[config.mk]
export PLATFORM = sky130hd
export DESIGN_NAME = uart_rx
export DESIGN_NICKNAME = d
export VERILOG_FILES = /design/src/rtl/uart_rx.sv
export SDC_FILE = /design/constraint.sdc
export NUM_CORES = 1
export LEC_CHECK = 0
export ABC_AREA = 1
export CAP_MARGIN = 20
export CORE_MARGIN = 1
export CORE_UTILIZATION = 50
export DETAILED_ROUTE_END_ITERATION = 8
export PLACE_DENSITY_LB_ADDON = 0.1
export REMOVE_ABC_BUFFERS = 1
export SYNTH_ARGS = -nofsm -noshare
export SYNTH_HDL_FRONTEND = slang
export SYNTH_SLANG_ARGS = --single-unit
[constraint.sdc]
create_clock -name clk -period 4.3 [get_ports clk]
set_input_delay 0.645 -clock clk [delete_from_list [all_inputs] [get_ports clk]]
set_output_delay 0.645 -clock clk [all_outputs]
set_load 0.02 [all_outputs]
[src/rtl/uart_rx.sv]
// rtl/uart_rx.sv - 8N1 UART receiver with mid-bit sampling, overrun and framing-error reporting
module uart_rx #(
    parameter int CLKS_PER_BIT = 10416,
    parameter int HALF_BIT     = CLKS_PER_BIT / 2
) (
    input  logic       clk,
    input  logic       reset,
    input  logic       RxD,
    input  logic       rx_ack,
    output logic [7:0] rx_data,
    output logic       rx_valid,
    output logic       rx_overrun,
    output logic       frame_err,
    output logic       busy
);

    localparam int CW = $clog2(CLKS_PER_BIT);
    localparam logic [CW-1:0] FULL_LAST = CW'(CLKS_PER_BIT - 1);
    localparam logic [CW-1:0] HALF_LAST = CW'(HALF_BIT - 1);

    typedef enum logic [2:0] {
        S_IDLE,
        S_START,
        S_DATA,
        S_STOP,
        S_WAIT_HIGH
    } state_t;

    state_t        r_state;
    state_t        w_next;
    logic          r_sync1;
    logic          r_sync2;
    logic          w_rx_s;
    logic [CW-1:0] r_cnt;
    logic [CW-1:0] w_cnt_next;
    logic [2:0]    r_idx;
    logic [2:0]    w_idx_next;
    logic [7:0]    r_shift;
    logic [7:0]    w_shift_next;
    logic          w_good;
    logic          w_bad;

    assign w_rx_s = r_sync2;
    assign busy   = (r_state != S_IDLE);

    always_ff @(posedge clk or posedge reset) begin
        if (reset) begin
            r_sync1 <= 1'b1;
            r_sync2 <= 1'b1;
            r_state <= S_IDLE;
            r_cnt   <= '0;
            r_idx   <= '0;
            r_shift <= '0;
        end else begin
            r_sync1 <= RxD;
            r_sync2 <= r_sync1;
            r_state <= w_next;
            r_cnt   <= w_cnt_next;
            r_idx   <= w_idx_next;
            r_shift <= w_shift_next;
        end
    end

    always_comb begin
        w_next       = r_state;
        w_cnt_next   = r_cnt + CW'(1);
        w_idx_next   = r_idx;
        w_shift_next = r_shift;
        w_good       = 1'b0;
        w_bad        = 1'b0;
        case (r_state)
            S_IDLE: begin
                w_cnt_next = '0;
                if (!w_rx_s) w_next = S_START;
            end
            S_START: begin
                // A line that is high again at mid start bit was only a glitch
                if (r_cnt == HALF_LAST) begin
                    w_cnt_next = '0;
                    w_idx_next = '0;
                    w_next     = w_rx_s ? S_IDLE : S_DATA;
                end
            end
            S_DATA: begin
                if (r_cnt == FULL_LAST) begin
                    w_cnt_next   = '0;
                    w_shift_next = {w_rx_s, r_shift[7:1]};
                    w_idx_next   = r_idx + 3'd1;
                    if (r_idx == 3'd7) w_next = S_STOP;
                end
            end
            S_STOP: begin
                if (r_cnt == FULL_LAST) begin
                    w_cnt_next = '0;
                    if (w_rx_s) begin
                        w_next = S_IDLE;
                        w_good = 1'b1;
                    end else begin
                        w_next = S_WAIT_HIGH;
                        w_bad  = 1'b1;
                    end
                end
            end
            S_WAIT_HIGH: begin
                w_cnt_next = '0;
                if (w_rx_s) w_next = S_IDLE;
            end
            default: begin
                w_cnt_next = '0;
                w_next     = S_IDLE;
            end
        endcase
    end

    // A frame completing alongside an ack replaces the byte without flagging overrun
    always_ff @(posedge clk or posedge reset) begin
        if (reset) begin
            rx_data    <= 8'h00;
            rx_valid   <= 1'b0;
            rx_overrun <= 1'b0;
            frame_err  <= 1'b0;
        end else begin
            frame_err <= w_bad;
            if (w_good) begin
                rx_data  <= r_shift;
                rx_valid <= 1'b1;
                if (rx_valid && !rx_ack) rx_overrun <= 1'b1;
            end else if (rx_ack && rx_valid) begin
                rx_valid   <= 1'b0;
                rx_overrun <= 1'b0;
            end
        end
    end

endmodule
## After elaboration in Yosys (flattened, before gate mapping)

Cells that the tools add are included.

- Flip-flop bits (word level): 41
- Input port bits: 4
- Output and inout port bits: 12
- Word-level logic and storage cells: 63

- Add/subtract/negate cells: 2
- Equality and inequality tests: 14
- Mux-type cells: 25
- Reduce and logical (&&, ||, !) cells: 12

Operators by type and width:

| kind | count |
|---|---|
| $mux 14 | 2 |
| $pmux 14 s2 | 1 |
| $mux 3 | 9 |
| $pmux 3 s5 | 1 |
| $add 14x1->14 const B | 1 |
| $eq 14x13->1 const B | 1 |
| $eq 14x14->1 const B | 1 |
| $ne 2x2->1 const B | 6 |
| $mux 1 | 10 |
| $eq 3x2->1 const B | 2 |
| $eq 3x3->1 const B | 2 |
| $pmux 3 s2 | 1 |
| $reduce_and 6->1 | 1 |
| $reduce_and 2->1 | 2 |
| $reduce_bool 2->1 | 2 |
| $add 3x1->3 const B | 1 |
| $eq 3x1->1 const B | 1 |
| $logic_not 3->1 | 1 |
| $reduce_and 3->1 | 1 |
| $reduce_bool 3->1 | 1 |
| $logic_and 1x1->1 | 2 |
| $mux 2 | 1 |
| $ne 2x1->1 const B | 1 |
| $reduce_or 2->1 | 1 |
| $logic_not 1->1 | 1 |

## Depth between registers and ports, before layout

- Word-level depth: 5
- Mapped depth: 10
- Mapped depth without buffers: 9

## Worst setup path before layout

Ideal clock, no wire load.

- Path kind: register to register
- From: reg r_cnt[0]
- To: reg r_cnt[4]
- Setup time: 0.124 ns
- Arrival: 1.312 ns
- Required time: 4.176 ns
- Path slack: 2.863 ns
- Cell stages (with the launch flop): 10
- Path buffers: 1
- Clock period less this slack: 1.437 ns
- Cell sequence: dfrtp_1 > ha_1 > nand3_1 > nor2_4 > nand2_4 > nand2_1 > nand2_2 > inv_2 > buf_6 > nor3b_2

- Longest elaborated chain between the ends: 3
- Elaborated cells between the ends (all ways): 6
- Those cells by class: add/sub (1); eq/ne (2); mux (3)

Ends and longest elaborated chain:

| what | line | source |
|---|---|---|
| from (decl) | 34 | `logic [CW-1:0] r_cnt;` |
| from (signal assigned) | 58 | `r_cnt <= w_cnt_next;` |
| $add 14x1->14, or another cell as far along | 66 | `w_cnt_next = r_cnt + CW'(1);` |
| $mux 14, on equally long branches | 85, 93, 78 |  |
| $pmux 14 s2 (*) | 71 | `case (r_state)` |
| net w_cnt_next[4] | 35 | `logic [CW-1:0] w_cnt_next;` |

Mark *: on every way through the listed nets, which the timed path passes. The rest lies on a longest branch.
A chain may end at the register's enable or synchronous reset.

## Final worst setup path

- From: reg r_state[2]
- To: out busy

- Longest elaborated chain between the ends: 1

Ends and longest elaborated chain:

| what | line | source |
|---|---|---|
| from (decl) | 29 | `state_t r_state;` |
| from (signal assigned) | 57 | `r_state <= w_next;` |
| $reduce_bool 3->1 | 44 | `assign busy = (r_state != S_IDLE);` |
| to (decl) | 14 | `output logic busy` |

Every way passes these cells.

==> flow_metrics.py <==
metrics = {
    "die": {
        "dieHeight_um": 65.36,
        "core_area_mm2": 0.003744,
        "row_count": 22,
        "die-width_um": 65.36,
        "die_area_mm2": 0.004271,
        "floorplan.io_pins": 16,
        "initial_core_util": 0.5361,
    },
    "grt": {
        "grt_pass1_vias": 1354,
        "antenna_found_initial": 0,
        "track_usage": 0.1865,
        "grt_pass1_wl_um": 5961,
        "grt_max_degree": 42,
        "grt.overflow.total": 0,
    },
    "setup_path": {
        "timing_worst_setup_path_type": "flip-flop to output pin",
        "critical-path-max-stage-delay_ns": 0.53,
        "timing.critical_path.to_type": "output pin",
        "slowest_stage": "sky130_fd_sc_hd__clkdlybuf4s50_1",
        "critical_path_peak_fanout": 6,
        "timing.critical_path.arrival_ns": 1.57,
        "path_cells": "nor2_1, nand2_1, clkdlybuf4s50_1",
        "critical_path.startpoint_type": "flip-flop",
        "cp.required_ns": 3.65,
    },
    "clocking": {
        "clock-sinks": 41,
        "clk-insertion-delay-late_ns": 0.29,
        "ctsHtreeMaxLevel": 2,
        "cts.repair_timing.setup_buffer_count": 0,
        "worst_setup_hold_path_clk_slew_ns": 0.07,
        "postCtsResizedCells": 0,
        "cts_root_buffer": "sky130_fd_sc_hd__clkbuf_8",
        "cts_hold_repair.buffers": 0,
        "cts_tree": "built",
        "number_of_buffers_on_the_longest_clock_path": 2,
        "cts_inserted_buffers": 5,
    },
    "cells_and_area": {
        "fillerInstances": 354,
        "flow.area_growth_from_synthesis_pct": 14.59,
        "seqCellArea_mm2": 0.001028,
        "area_used_by_multi_input_combinational_logic_um2": 813.3,
        "num-nets-final": 255,
        "drive_gt1_frac": 0.1526,
        "antenna_cells": 0,
    },
    "synthesis": {
        "ys_warn_count": 0,
        "leading_cell_types_by_count_after_synthesis": "sky130_fd_sc_hd__nand2_1, sky130_fd_sc_hd__dfrtp_1, sky130_fd_sc_hd__inv_1, sky130_fd_sc_hd__nor2_1, sky130_fd_sc_hd__o21ai_0",
        "ys_ff_latch": 41,
        "avgSynthCellArea_um2": 8.764,
        "synthDistinctLibCells": 29,
        "synthTopCellsByArea": "sky130_fd_sc_hd__dfrtp_1, sky130_fd_sc_hd__nand2_1, sky130_fd_sc_hd__inv_1",
        "synth_largest_type_area_fraction": 0.4863,
        "synth_area_leader_cell": "sky130_fd_sc_hd__dfrtp_1",
        "synth-main-ff-cell": "sky130_fd_sc_hd__dfrtp_1",
        "synth_most_common_cell": "sky130_fd_sc_hd__nand2_1",
        "synth_edf_count": 0,
        "netlist_area_mm2": 0.002007,
        "synth-async-reset-ratio": 1.000,
        "syn-instance-count": 229,
        "synth.yosys.seq_area_share": 0.5125,
    },
    "routing": {
        "final_antenna_net_count": 0,
        "post-route-drc-count": 0,
        "drt-initial-drc-count": 75,
        "detailroute.via_count": 1434,
        "drt_pre_antenna_iters": 4,
        "route.detailed.wl_per_inst_um": 11.08,
        "routed_wirelength_um": 3291,
        "drt-vias-per-instance": 4.828,
    },
    "power_and_ir_drop": {
        "worst_ir_drop_vdd_mv": 0.2032,
        "leakage_nw": 1.079,
        "power.density_mw_per_mm2": 312.7,
    },
    "run_status": {
        "result_of_the_run": "finished clean",
    },
    "sta": {
        "report.final.setup_viol": 0,
        "drv_slew": 0,
        "fin_setup_tns_ns": 0,
        "grt_setup_unrepaired": "false",
        "tightest_slew_ns": 0.5026,
        "layout_setup_ws_ns": 2.089,
        "timing.final.crit_share": 0.5143,
        "fin_worst_skew_ns": 0.005713,
        "period_minus_slack_ns": 2.211,
        "max_freq_mhz": 452.2,
        "hold_viol": 0,
        "slew_headroom": 0.6649,
    },
    "min_path": {
        "hold_class": "flip-flop to flip-flop",
    },
    "job": {
        "maxCapViolations": 0,
    },
    "placed_design": {
        "dp_hpwl_um": 2344,
        "place_ws_ns": 2.403,
        "portBuffers": 15,
        "gp_congestion": 0.8422,
    },
}
-- cell usage in the layout, fill, tap and decap left out, types with 2 or more instances in the layout --
| cell type | instances |
|---|---|
| sky130_fd_sc_hd__xor2_1 | 5 |
| sky130_fd_sc_hd__o21ai_2 | 9 |
| sky130_fd_sc_hd__nand2_2 | 4 |
| sky130_fd_sc_hd__o21ai_0 | 10 |
| sky130_fd_sc_hd__nor2_2 | 3 |
| sky130_fd_sc_hd__nor3_1 | 3 |
| sky130_fd_sc_hd__inv_2 | 2 |
| sky130_fd_sc_hd__dfstp_2 | 2 |
| sky130_fd_sc_hd__nand4_1 | 3 |
| sky130_fd_sc_hd__dfrtp_1 | 39 |
| sky130_fd_sc_hd__nor2_4 | 3 |
| sky130_fd_sc_hd__inv_1 | 30 |
| sky130_fd_sc_hd__nor2_1 | 23 |
| sky130_fd_sc_hd__a21oi_1 | 7 |
| sky130_fd_sc_hd__ha_1 | 3 |
| sky130_fd_sc_hd__nand2_1 | 62 |
| sky130_fd_sc_hd__nand3_1 | 7 |
| sky130_fd_sc_hd__clkbuf_8 | 6 |
| sky130_fd_sc_hd__clkdlybuf4s50_1 | 15 |
-- power breakdown --
part	leakage, nW	internal [mW]	switching (mW)
sequential	0.551	0.387	0.00115
combinational	0.469	0.00344	0.00846
clock	0.0585	0.189	0.130
total	1.08	0.580	0.139
-- cells by family (layout without fill, tap and decap cells) --
| kind of cell | after synthesis | count (layout) | synth area share |
|---|---|---|---|
| flops | 41 | 41 | 0.5125 |
| simple gates | 114 | 114 | 0.2712 |
| fa+ha+maj | 3 | 3 | 0.01871 |
| xor+xnor | 5 | 5 | 0.02182 |
| compound gates | 29 | 29 | 0.09352 |
| buf+inv | 37 | 57 | 0.08230 |
-- area by class of cell --
type                       instances  share of cell area
timing repair buffer              16             0.06855
inverter                          33             0.05386
clock buffer                       7             0.03754
tap                               48             0.02612
multi-input combinational        151              0.3536
clock inverter                     1             0.01306
sequential                        41              0.4472
-- layer usage --
layer / global-route usage / wire [µm] / up-vias / share of wire
li1: - / - / 751 / -
met1: 0.2367 / 1605 / 666 / 0.49
met2: 0.2964 / 1544 / 12 / 0.47
met3: 0.06250 / 90 / 5 / 0.027
met4: 0.06522 / 51 / 0 / 0.015
met5: 0 / 0 / - / 0
-- critical path, delay by kind of cell (launching register included) --
family        cells  cell delay [ns]
flops             1             0.47
buf+inv           1             0.53
simple gates      2             0.27
-- metrics by stage --
stage               power, mW  cells  instance area (µm²)  hold WS (ns)    util
finish                 0.7190    297                 2300        0.3598  0.6143
global route           0.7470    297                 2300        0.3656  0.6143
CTS                    0.7282    297                 2300        0.3597  0.6143
detailed placement     0.4083    289                 2183        0.3488  0.5832
global placement       0.4084    289                 2183        0.3522  0.5832
floorplan              0.4021    225                 1966        0.3452       -
-- registers in the layout, indices dropped and copies added, names as in the netlist --
| signal | cells |
|---|---|
| rx_overrun | 1 |
| r_state | 3 |
| rx_data | 8 |
| rx_valid | 1 |
| r_idx | 3 |
| r_sync1 | 1 |
| r_sync2 | 1 |
| frame_err | 1 |
| r_cnt | 14 |
| r_shift | 8 |
-- worst paths after layout --
kind,from,slack (ns),to,cells after the start
worst max-delay path,r_state[2]$_DFFE_PP0P_,2.09,busy,3
min in group asynchronous,reset,0.78,rx_data[0]$_DFFE_PP0P_,3
worst min-delay path,r_sync1$_DFF_PP1_,0.36,r_sync2$_DFF_PP1_,0
worst max register to register,r_cnt[0]$_DFF_PP0_,2.57,r_idx[1]$_DFFE_PP0P_,8
max in group asynchronous,reset,3.15,r_sync2$_DFF_PP1_,3
worst min register to register,r_sync1$_DFF_PP1_,0.36,r_sync2$_DFF_PP1_,0
Power figures use the tool's default switching activity.
